==> src/rtl/i2c_slave_regfile.sv <==
// I2C target exposing a NUM_REGS x 8 register file with an auto-incrementing pointer.
// Optional SCL/SDA glitch filter is enabled by defining I2C_GLITCH_FILT_EN.
module i2c_slave_regfile #(
    parameter logic [6:0] DEV_ADDR    = 7'h51,
    parameter int         NUM_REGS    = 16,
    parameter int         SYNC_STAGES = 2,
    parameter int         FILT_LEN    = 4
) (
    input  logic                  clk,
    input  logic                  rst_n,
    input  logic                  scl_in,
    input  logic                  sda_in,
    output logic                  sda_oe,
    output logic [NUM_REGS*8-1:0] regs_flat,
    output logic                  wr_strobe,
    output logic [7:0]            wr_idx,
    output logic                  busy
);

    localparam int PW = (NUM_REGS > 1) ? $clog2(NUM_REGS) : 1;

    typedef enum logic [3:0] {
        S_IDLE,
        S_ADDR,
        S_ACK_A,
        S_PTR,
        S_ACK_P,
        S_WDATA,
        S_ACK_W,
        S_RDATA,
        S_MACK,
        S_WAIT
    } state_t;

    logic [SYNC_STAGES-1:0] scl_sync;
    logic [SYNC_STAGES-1:0] sda_sync;
    logic                   scl_r;
    logic                   sda_r;
    logic                   scl_s;
    logic                   sda_s;
    logic                   scl_q;
    logic                   sda_q;

    always_ff @(posedge clk or negedge rst_n) begin
        if (!rst_n) begin
            scl_sync <= '1;
            sda_sync <= '1;
        end else begin
            scl_sync <= {scl_sync[SYNC_STAGES-2:0], scl_in};
            sda_sync <= {sda_sync[SYNC_STAGES-2:0], sda_in};
        end
    end

    assign scl_r = scl_sync[SYNC_STAGES-1];
    assign sda_r = sda_sync[SYNC_STAGES-1];

`ifdef I2C_GLITCH_FILT_EN
    localparam int FW = $clog2(FILT_LEN + 1);

    logic [1:0]    raw;
    logic [1:0]    filt_q;
    logic [FW-1:0] filt_cnt [2];

    assign raw = {scl_r, sda_r};

    // A level is accepted only after FILT_LEN consecutive cycles of disagreement.
    always_ff @(posedge clk or negedge rst_n) begin
        if (!rst_n) begin
            filt_q      <= '1;
            filt_cnt[0] <= '0;
            filt_cnt[1] <= '0;
        end else begin
            for (int i = 0; i < 2; i++) begin
                if (raw[i] == filt_q[i]) begin
                    filt_cnt[i] <= '0;
                end else if (filt_cnt[i] == FW'(FILT_LEN - 1)) begin
                    filt_q[i]   <= raw[i];
                    filt_cnt[i] <= '0;
                end else begin
                    filt_cnt[i] <= filt_cnt[i] + 1'b1;
                end
            end
        end
    end

    assign scl_s = filt_q[1];
    assign sda_s = filt_q[0];
`else
    logic unused_filt;

    assign unused_filt = (FILT_LEN > 0);
    assign scl_s       = scl_r;
    assign sda_s       = sda_r;
`endif

    always_ff @(posedge clk or negedge rst_n) begin
        if (!rst_n) begin
            scl_q <= 1'b1;
            sda_q <= 1'b1;
        end else begin
            scl_q <= scl_s;
            sda_q <= sda_s;
        end
    end

    logic scl_rise;
    logic scl_fall;
    logic ev_start;
    logic ev_stop;

    assign scl_rise = scl_s & ~scl_q;
    assign scl_fall = ~scl_s & scl_q;
    assign ev_start = scl_s & scl_q & sda_q & ~sda_s;
    assign ev_stop  = scl_s & scl_q & ~sda_q & sda_s;

    state_t     state;
    state_t     state_nxt;
    logic [3:0] cnt;
    logic [3:0] cnt_nxt;
    logic [7:0] sh;
    logic [7:0] ptr;
    logic [7:0] ptr_nxt;
    logic [7:0] ptr_wrap;
    logic       rw;
    logic       rw_nxt;
    logic       mack_ok;
    logic       mack_nxt;
    logic       oe_nxt;
    logic       busy_nxt;
    logic       wr_en;
    logic       cnt_full;
    logic       rx_state;
    logic       addr_hit;
    logic       ptr_ok;
    logic [7:0] rd_byte;
    logic [7:0] regs [NUM_REGS];

    assign cnt_full = (cnt == 4'd8);
    assign rx_state = (state == S_ADDR) || (state == S_PTR) || (state == S_WDATA);
    assign addr_hit = (sh[7:1] == DEV_ADDR);
    assign ptr_ok   = ({1'b0, sh} < 9'(NUM_REGS));
    assign ptr_wrap = (ptr == 8'(NUM_REGS - 1)) ? 8'd0 : ptr + 8'd1;
    assign rd_byte  = regs[ptr[PW-1:0]];

    always_ff @(posedge clk or negedge rst_n) begin
        if (!rst_n) begin
            state <= S_IDLE;
        end else begin
            state <= state_nxt;
        end
    end

    always_comb begin
        state_nxt = state;
        unique case (1'b1)
            ev_start: state_nxt = S_ADDR;
            ev_stop:  state_nxt = S_IDLE;
            default: begin
                unique case (state)
                    S_ADDR: begin
                        if (scl_fall && cnt_full) begin
                            state_nxt = addr_hit ? S_ACK_A : S_IDLE;
                        end
                    end
                    S_ACK_A: begin
                        if (scl_fall) begin
                            state_nxt = rw ? S_RDATA : S_PTR;
                        end
                    end
                    S_PTR: begin
                        if (scl_fall && cnt_full) begin
                            state_nxt = ptr_ok ? S_ACK_P : S_IDLE;
                        end
                    end
                    S_ACK_P, S_ACK_W: begin
                        if (scl_fall) begin
                            state_nxt = S_WDATA;
                        end
                    end
                    S_WDATA: begin
                        if (scl_fall && cnt_full) begin
                            state_nxt = S_ACK_W;
                        end
                    end
                    S_RDATA: begin
                        if (scl_fall && cnt_full) begin
                            state_nxt = S_MACK;
                        end
                    end
                    S_MACK: begin
                        if (scl_rise && sda_s) begin
                            state_nxt = S_WAIT;
                        end else if (scl_fall && mack_ok) begin
                            state_nxt = S_RDATA;
                        end
                    end
                    default: state_nxt = state;
                endcase
            end
        endcase
    end

    always_comb begin
        oe_nxt   = sda_oe;
        busy_nxt = busy;
        cnt_nxt  = cnt;
        ptr_nxt  = ptr;
        rw_nxt   = rw;
        mack_nxt = mack_ok;
        wr_en    = 1'b0;
        unique case (1'b1)
            ev_start: begin
                oe_nxt   = 1'b0;
                cnt_nxt  = 4'd0;
                mack_nxt = 1'b0;
            end
            ev_stop: begin
                oe_nxt   = 1'b0;
                busy_nxt = 1'b0;
                cnt_nxt  = 4'd0;
                mack_nxt = 1'b0;
            end
            default: begin
                if (rx_state && scl_rise && !cnt_full) begin
                    cnt_nxt = cnt + 4'd1;
                end
                unique case (state)
                    S_ADDR: begin
                        if (scl_fall && cnt_full) begin
                            cnt_nxt = 4'd0;
                            if (addr_hit) begin
                                oe_nxt   = 1'b1;
                                busy_nxt = 1'b1;
                                rw_nxt   = sh[0];
                            end else begin
                                busy_nxt = 1'b0;
                            end
                        end
                    end
                    S_ACK_A: begin
                        if (scl_fall) begin
                            cnt_nxt = rw ? 4'd1 : 4'd0;
                            oe_nxt  = rw ? ~rd_byte[7] : 1'b0;
                        end
                    end
                    S_PTR: begin
                        if (scl_fall && cnt_full) begin
                            cnt_nxt = 4'd0;
                            if (ptr_ok) begin
                                ptr_nxt = sh;
                                oe_nxt  = 1'b1;
                            end else begin
                                busy_nxt = 1'b0;
                            end
                        end
                    end
                    S_ACK_P, S_ACK_W: begin
                        if (scl_fall) begin
                            oe_nxt  = 1'b0;
                            cnt_nxt = 4'd0;
                        end
                    end
                    S_WDATA: begin
                        if (scl_fall && cnt_full) begin
                            wr_en   = 1'b1;
                            ptr_nxt = ptr_wrap;
                            oe_nxt  = 1'b1;
                            cnt_nxt = 4'd0;
                        end
                    end
                    S_RDATA: begin
                        if (scl_fall) begin
                            if (cnt_full) begin
                                oe_nxt  = 1'b0;
                                cnt_nxt = 4'd0;
                            end else begin
                                oe_nxt  = ~rd_byte[3'(4'd7 - cnt)];
                                cnt_nxt = cnt + 4'd1;
                            end
                        end
                    end
                    S_MACK: begin
                        // Pointer advances on the ACK rise so the next fall drives the new byte.
                        if (scl_rise && !sda_s) begin
                            mack_nxt = 1'b1;
                            ptr_nxt  = ptr_wrap;
                        end else if (scl_fall && mack_ok) begin
                            mack_nxt = 1'b0;
                            oe_nxt   = ~rd_byte[7];
                            cnt_nxt  = 4'd1;
                        end
                    end
                    S_WAIT: oe_nxt = 1'b0;
                    default: oe_nxt = sda_oe;
                endcase
            end
        endcase
    end

    always_ff @(posedge clk or negedge rst_n) begin
        if (!rst_n) begin
            cnt       <= 4'd0;
            sh        <= 8'd0;
            ptr       <= 8'd0;
            rw        <= 1'b0;
            mack_ok   <= 1'b0;
            sda_oe    <= 1'b0;
            busy      <= 1'b0;
            wr_strobe <= 1'b0;
            wr_idx    <= 8'd0;
            for (int i = 0; i < NUM_REGS; i++) begin
                regs[i] <= 8'd0;
            end
        end else begin
            cnt       <= cnt_nxt;
            ptr       <= ptr_nxt;
            rw        <= rw_nxt;
            mack_ok   <= mack_nxt;
            sda_oe    <= oe_nxt;
            busy      <= busy_nxt;
            wr_strobe <= wr_en;
            if (scl_rise) begin
                sh <= {sh[6:0], sda_s};
            end
            if (wr_en) begin
                wr_idx             <= ptr;
                regs[ptr[PW-1:0]]  <= sh;
            end
        end
    end

    for (genvar g = 0; g < NUM_REGS; g++) begin : g_flat
        assign regs_flat[g*8 +: 8] = regs[g];
    end

endmodule
==> config.mk <==
export PLATFORM = sky130hd
export DESIGN_NAME = i2c_slave_regfile
export DESIGN_NICKNAME = d
export VERILOG_FILES = /design/src/rtl/i2c_slave_regfile.sv
export SDC_FILE = /design/constraint.sdc
export NUM_CORES = 1
export LEC_CHECK = 0
export ABC_AREA = 0
export CORE_MARGIN = 2
export CORE_UTILIZATION = 35
export CTS_CLUSTER_SIZE = 28
export DETAILED_ROUTE_END_ITERATION = 10
export HOLD_SLACK_MARGIN = 0.08
export SYNTH_ARGS = -nofsm -noshare
export SYNTH_HDL_FRONTEND = slang
export SYNTH_SLANG_ARGS = --single-unit
==> constraint.sdc <==
create_clock -name clk -period 3.5 [get_ports clk]
set_input_delay 0.875 -clock clk [delete_from_list [all_inputs] [get_ports clk]]
set_output_delay 0.875 -clock clk [all_outputs]
set_load 0.01 [all_outputs]
# [Yosys cells after proc, flatten, opt, wreduce, memory -nomap -nowiden]
# Cells that the tools add are included.
[totals] reg_bits=171 latch_bits=0 ramBits=0 rom_bits=0 inputBits=4 memories=0
[op_classes] n_addsub=3 multipliers=0 div_mod_pow=0 magnitude_cmp=4 n_eq_ne=36 n_shift=0 n_mux=65 bitwise=16 reduce_logical=26
[op_table] op="$bwmux 128" n=1
[op_table] op="$mux 4" n=17
[op_table] op="$mux 8" n=8
[op_table] op="$bmux 8 s4" n=1
[op_table] op="$demux 8 s4" n=1
[op_table] op="$pmux 4 s7" n=1
[op_table] op="$mux 1" n=26
[op_table] op="$ne 3x3->1 const B" n=8
[op_table] op="$pmux 8 s3" n=1
[op_table] op="$pmux 4 s5" n=1
[op_table] op="$reduce_bool 9->1" n=2
[op_table] op="$eq 4x3->1 const B" n=4
[op_table] op="$ne 3x2->1 const B" n=5
[op_table] op="$eq 4x4->1 const B" n=3
[op_table] op="$ne 4x3->1 const B" n=3
[op_table] op="$ne 4x4->1 const B" n=3
[op_table] op="$reduce_and 11->1" n=1
[op_table] op="$reduce_bool 3->1" n=3
[op_table] op="$add 8x1->8 const B" n=1
[op_table] op="$eq 4x2->1 const B" n=2
[op_table] op="$eq 8x4->1 const B" n=1
[op_table] op="$lt 8x5->1 const B" n=1
[op_table] op="$not 1->1" n=8
[op_table] op="$pmux 1 s8" n=1
[op_table] op="28 further kinds" n=47

# [Longest topological paths before layout]
[logic_depth] word_depth=11 ltp_mapped=10

# [Worst setup path before layout]
# No wires, ideal clock.
[synth_path] kind="flip-flop to flip-flop" from="register cnt[1]" to="register regs, in the netlist regs_flat[24]" setup_ns=0.125 arrival_time_ns=2.365 t_required_ns=3.375 setup_slack_ns=1.010 stages_incl_launch_ff=11 period_less_slack_ns=2.490 cell_sequence="dfrtp_1 > clkbuf_1 > inv_1 > ha_1 > and3b_1 > nand2_2 > nor3_4 > buf_4 > nand2_4 > nor3_4 > mux2_2"
[synth_between] elab_chain_cells=5
[synth_rtl] item="from (decl)" line="118" source="logic [3:0] cnt;"
[synth_rtl] item="from (signal assigned)" line="315" source="cnt <= cnt_nxt;"
[synth_rtl] item="$eq 4x4->1" line="138" source="assign cnt_full = (cnt == 4'd8);"
[synth_rtl] item="$logic_and 1x1->1" line="264" source="if (scl_fall && cnt_full) begin"
[synth_rtl] item="$mux 1" line="264"
[synth_rtl] item="$mux 1" line="227" source="unique case (state)"
[synth_rtl] item="$mux 1" line="211" source="unique case (1'b1)"
[synth_rtl] item="named net wr_en" line="130" source="logic wr_en;"
[synth_rtl] item="to (signal, indexed assignment)" line="327" source="regs[ptr[PW-1:0]] <= sh;"
[synth_rtl] item="to (decl)" line="136" source="logic [7:0] regs [NUM_REGS];"
# The timed path passes the listed nets, and every way through them passes these cells.
# A chain may end at the register's enable or synchronous reset.

# [Worst setup path after layout]
[layout_path] from="register cnt[1]" to="register regs, in the netlist regs_flat[47]"
[layout_between] elab_chain_cells=5
[layout_rtl] item="$eq 4x4->1" line="138"
[layout_rtl] item="$logic_and 1x1->1" line="264"
[layout_rtl] item="$mux 1" line="264"
[layout_rtl] item="$mux 1" line="227"
[layout_rtl] item="$mux 1" line="211"
# No other way between the ends.

==> flow_summary_export.csv <==
group,metric,value,unit
run_status,status,"complete, no violations",
setup_path,crit_chain,"inv_1 > ha_1 > and3b_1 > nand2_2 > nor3_4 > nand2_2 > nor2_2 > mux2_2",
setup_path,crit_path_frequent_cell,"nand2_2",
drt,drc,0,
setup_path,worstPathMaxFanout,11,
pwr,irDropWorstVdd,0.000359,V
sta,relSlewSlack,0.405,
synth,async_flop_share,1.00,
synth,synth.area.top_cells,"dfrtp_1 49%, mux2_2 20%, mux4_2 8.0%, dfstp_2 1.9%, nand2_1 1.5%",
synth,synth.most_common_cell,"dfrtp_1",
global_routing,grt_pass1_vias,6460,
synth,synth_nets,657,
flow_run,max_cap_viol_count,0,
synth,ys_warn_count,0,
setup_path,arrival,3.22,ns
pwr,p_per_area,569,nW/um^2
sta,fin_crit,2.90,ns
sta,tightest_slew,0.893,ns
pwr,swShare,0.382,
synth,syn_avg_cell_area,13.0,sq um
drt,viasPerCell,5.41,
floorplan,dieWidth,159,um
sta,finalHoldViolCount,0,
sta,period_share,0.829,
synth,synthesis.instances,647,
global_routing,grtUsageTotal,0.203,
synth,synthFlopType,"dfrtp_1",
pwr,internal_power,0.00383,W
floorplan,initial_core_util,0.357,
layout,nets,799,
cts,cts-resized-gates,0,
cts,cts_sinks,171,
synth,synth.top_cells.by_count,"165 x dfrtp_1, 146 x mux2_2, 33 x nand2_1, 30 x mux4_2, 24 x clkbuf_1",
sta,setup_violations,0,
cts,clk_pin_slew_worst_paths,0.08,ns
floorplan,die_h,159,um
cts,cts_root_buffer,"clkbuf_16",
global_routing,antenna_found_initial,0,
layout,drive_gt1_frac,0.332,
layout,syn2layout_area_growth,29.2,%
sta,finClkSkew,0.0125,ns
drt,wl_per_cell,22.7,um
synth,synth_edf_count,0,
cts,postCtsHoldBufs,0,
global_routing,grt_start_max_net_pins,96,
synth,synth_xor_area_frac,0.00208,
synth,ys_seq_area_frac,0.509,
sta,rsz0062_at_grt,"no",
setup_path,crit_required,3.82,ns
global_routing,grt_overflow,0,
synth,syn-cell-area,8420,sq um
cts,cts_buffer_depth,2,
drt,vias,6062,
sta,max_freq,345,MHz
drt,postRouteAntennaNets,0,
floorplan,die-area,25300,sq um
synth,ys_ff_latch,171,
setup_path,end_kind,"flip-flop",
pwr,finalPower,0.00619,W
synth,synth_adder_area_share,0.00892,
setup_path,worstSetupStartpointType,"flip-flop",
pwr,clockPowerShare,0.314,
floorplan,coreArea,23500,sq um
pwr,power.switching,0.00237,W
setup_path,critical_path_class,"flip-flop to flip-flop",
synth,yosysTopAreaCellShare,0.491,
cts,cts_setup_buffers,0,
floorplan,fp-row-count,56,
floorplan,pin_count,143,
setup_path,cp_slowest_cell,"nor2_2",
pwr,power_frac_seq,0.404,
setup_path,cp_slowest_stage_delay,0.58,ns
layout,final_util,0.462,
sta,holdWs,0.357,ns
synth,ys_types,65,
cts,cts_tree,"yes",
hold_path,hold_class,"input port to asynchronous set/reset pin",
drt,wirelength,25400,um
synth,synth_simple_gate_area_frac,0.0892,
sta,tns,0,ns
cts,clock_latency,0.44,ns
placed_design,dp_hpwl,17700,um
pwr,p_comb_frac,0.282,
pwr,p_leak,4.81,nW
synth,synth.mux.area_fraction,0.284,
synth,synth-compound-area-share,0.0800,
placed_design,io_buffers,142,
drt,drtPass1Iterations,4,
cts,cts_buffers,17,
drt,drtIter0Drc,533,
sta,slew_violations,0,
synth,yosysTopAreaCell,"dfrtp_1",
global_routing,grt_pass1_wl,39800,um
layout,antenna_cells,0,
synth,synth_top_family_by_area,"multiplexers",
cts,htree_levels,4,
placed_design,place.gp.congestion,0.887,
## power by group through the flow
| stage | clock (W) | combinational [W] | sequential (W) |
|---|---|---|---|
| after floorplan | 0 | 0.00140 | 0.00224 |
| after global placement | 0 | 0.00170 | 0.00253 |
| after detailed placement | 0 | 0.00172 | 0.00253 |
| after CTS | 0.00199 | 0.00174 | 0.00250 |
| after global routing | 0.00208 | 0.00191 | 0.00254 |
| final | 0.00195 | 0.00175 | 0.00250 |
## worst paths after layout
kind | slack, ns | cells past startpoint | start | to
hold / removal | 0.36 | 1 | rst_n | regs_flat[94]$_DFFE_PN0P_
max in group asynchronous | 2.25 | 2 | rst_n | regs_flat[99]$_DFFE_PN0P_
min in group clk | 0.36 | 0 | scl_sync[0]$_DFF_PN1_ | scl_sync[1]$_DFF_PN1_
setup reg to reg | 0.60 | 8 | cnt[1]$_DFF_PN0_ | regs_flat[47]$_DFFE_PN0P_
hold reg to reg | 0.36 | 0 | scl_sync[0]$_DFF_PN1_ | scl_sync[1]$_DFF_PN1_
setup / recovery | 0.60 | 8 | cnt[1]$_DFF_PN0_ | regs_flat[47]$_DFFE_PN0P_
## logic make-up (layout without fill, tap and decap cells)
kind of cell	Yosys count	in the layout
buffers and inverters	55	210
and+or+nand+nor	134	134
DFF	171	171
AOI/OAI and AO/OA	96	96
xor gates and xnor gates	2	2
adders and majority gates	6	6
muxes	183	183
## per-stage QoR
step           instance area (sq um)  worst slack, ns  instances
4_1_cts                        10900            0.621       1121
5_1_grt                        10900            0.403       1121
3_5_place_dp                   10300            0.630       1089
6_report                       10900            0.598       1121
2_1_floorplan                   8420             1.01        647
3_3_place_gp                   10300            0.668       1089
## cell type report
class | instances | area [sq um]
clock inverters | 14 | 175
fillers | 2155 | 12700
multi-input cells | 421 | 3910
inverters | 13 | 48.8
clock buffers | 18 | 439
well taps | 319 | 399
flip-flops and latches | 171 | 4290
repair buffers | 165 | 1620
## registers in the layout, summed over array words and instances (netlist names)
| register | count |
|---|---|
| sda_sync | 2 |
| ptr | 8 |
| busy | 1 |
| scl_q | 1 |
| sda_q | 1 |
| sda_oe | 1 |
| wr_strobe | 1 |
| state | 4 |
| wr_idx | 8 |
| regs_flat | 128 |
| scl_sync | 2 |
| sh | 8 |
| rw | 1 |
| cnt | 4 |
| mack_ok | 1 |
## critical path, delay by kind of cell (launching register included)
kind | cells | cell delay, ns
buf+inv | 1 | 0.16
mux | 1 | 0.41
flops | 1 | 0.50
simple gates | 5 | 1.54
fa+ha+maj | 1 | 0.18
## per-layer routing
layer	track usage	vias up	share of wire
li1	-	2679	-
met4	0.0463	0	0.013
met1	0.272	3207	0.45
met3	0.0456	22	0.049
met5	0	-	0
met2	0.338	154	0.49
## placed cells by master (no fill, tap or decap), types with 9 or more instances in the layout
master,synthesis,final
nor2_2,9,9
mux4_2,30,30
nand2_1,33,33
clkbuf_16,0,17
clkdlybuf4s50_1,0,141
nand3_1,11,11
dfrtp_1,165,164
buf_4,2,21
o21ai_0,17,17
mux2_2,146,146
nor2_1,22,22
inv_1,13,13
a21oi_1,14,14
Power figures use the tool's default switching activity.
==> RTL edit: new RTL, same flow settings <==
The 10 states of `state_t` get a one-hot encoding in 10 bits.
--- a/src/rtl/i2c_slave_regfile.sv
+++ b/src/rtl/i2c_slave_regfile.sv
@@ -20,15 +20,15 @@
     localparam int PW = (NUM_REGS > 1) ? $clog2(NUM_REGS) : 1;
 
-    typedef enum logic [3:0] {
-        S_IDLE,
-        S_ADDR,
-        S_ACK_A,
-        S_PTR,
-        S_ACK_P,
-        S_WDATA,
-        S_ACK_W,
-        S_RDATA,
-        S_MACK,
-        S_WAIT
+    typedef enum logic [9:0] {
+        S_IDLE  = 10'b0000000001,
+        S_ADDR  = 10'b0000000010,
+        S_ACK_A = 10'b0000000100,
+        S_PTR   = 10'b0000001000,
+        S_ACK_P = 10'b0000010000,
+        S_WDATA = 10'b0000100000,
+        S_ACK_W = 10'b0001000000,
+        S_RDATA = 10'b0010000000,
+        S_MACK  = 10'b0100000000,
+        S_WAIT  = 10'b1000000000
     } state_t;
 
Behaviour: same outputs for any inputs over 10 cycles, from zero or initial values and one cycle with rst_n low; not proved beyond that.
==> RTL edit against the original RTL <==
First-iteration DRC count is 16% lower; area after synthesis is 2.9% higher; sequential cell count is 6 higher; routed wire length is 1.7% higher; worst setup slack worse by 130 ps; cell area is 2.4% higher; non-clock buffer count is 6 higher; critical endpoint is now regs_flat[12]$_DFFE_PN0P_; largest cell class unchanged.
Power is not compared: it rests on default switching activity, and its combinational part moved more than twofold at a synthesized area within 25%.
==> RTL edit: results (changes against the original RTL) <==
stage,metric,value,unit,change
synthesis,"Distinct cells, synth",57,,-12%
synthesis,adder-cell share of the synthesized area,0.867,%,-0.025 points
routing,Post-Route M1 WL,11.7,mm,+3.2%
synthesis,post-synthesis compound-gate area fraction,7.57,%,-0.43 points
setup_path,"Max stage delay cell, worst path",nand3_1,,
global_route,vias in the first global route,6596,,+2.1%
placement,pre-CTS setup slack,510,ps,-120 ps
sta,Clock Skews,11.7,ps,-0.796 ps
routing,vias post-DR,6359,,+4.9%
setup_path,FF-to-FF End,regs_flat[12]$_DFFE_PN0P_,,
sta,fmax,330,MHz,-4.2%
global_route,pin count of the biggest net entering global routing,59,,-39%
synthesis,Synth area leaders,"dfrtp_1 49%, mux2_2 18%, mux4_2 5.5%",,
final_layout,Multi-In Gates,475,,+13%
final_layout,clock buffers,17,,-1
final_layout,Layout clock area frac,5.58,%,-0.066 points
routing,length of routed met2 wiring,12.4,mm,-1.0%
global_route,M2 GR Usage,32.4,%,-1.4 points
final_layout,share of cells above drive strength 1,27.4,%,-5.7 points
routing,DR iter-0 viols,449,,-16%
final_layout,NonClk Buf Share,14.9,%,+0.051 points
final_layout,nonclk buf count,171,,+3.6%
setup_path,Worst R2R Start,cnt[0]$_DFF_PN0_,,
hold_path,worst hold path type,register to register,,
status,status,finished clean,,
synthesis,post-synthesis mux area share,26.4,%,-2.0 points
synthesis,register area share after synthesis,51.3,%,+0.32 points
setup_path,Worst R2R Setup Slack,470,ps,-130 ps
placement,hpwl dp,18.2,mm,+2.7%
global_route,met3 Usage GRT,4.03,%,-0.53 points
synthesis,XOR/XNOR Fraction of Synth Area,0.607,%,+0.40 points
RTL edit: changes by cell type in the layout (fill, tap and decap cells not counted), moves of 7 or more:
cell,before,now
mux4_2,30,21
nand2_1,33,52
nor2_2,9,0
mux2i_1,7,26
nand3_1,11,22
nor2_1,22,38
a221oi_1,2,9
o21ai_0,17,24
mux2_2,146,138
a21oi_1,14,21
RTL edit: per-stage QoR:
stage                     hold slack (ps)  power, W  cells  area [sq um]
after global routing                  362   0.00463   1188         11100
after global placement                346   0.00248   1157         10500
after floorplan                       345   0.00232    714          8660
after detailed placement              347   0.00248   1157         10500
after CTS                             357   0.00451   1188         11100
final                                 356   0.00448   1188         11100
RTL edit: power by group through the flow:
stage	Clock [W]	Sequential [W]	Combinational (W)
2_1_floorplan	0	0.00214	0.000182
3_3_place_gp	0	0.00226	0.000217
3_5_place_dp	0	0.00226	0.000219
4_1_cts	0.00207	0.00222	0.000220
5_1_grt	0.00215	0.00224	0.000245
6_report	0.00204	0.00222	0.000217
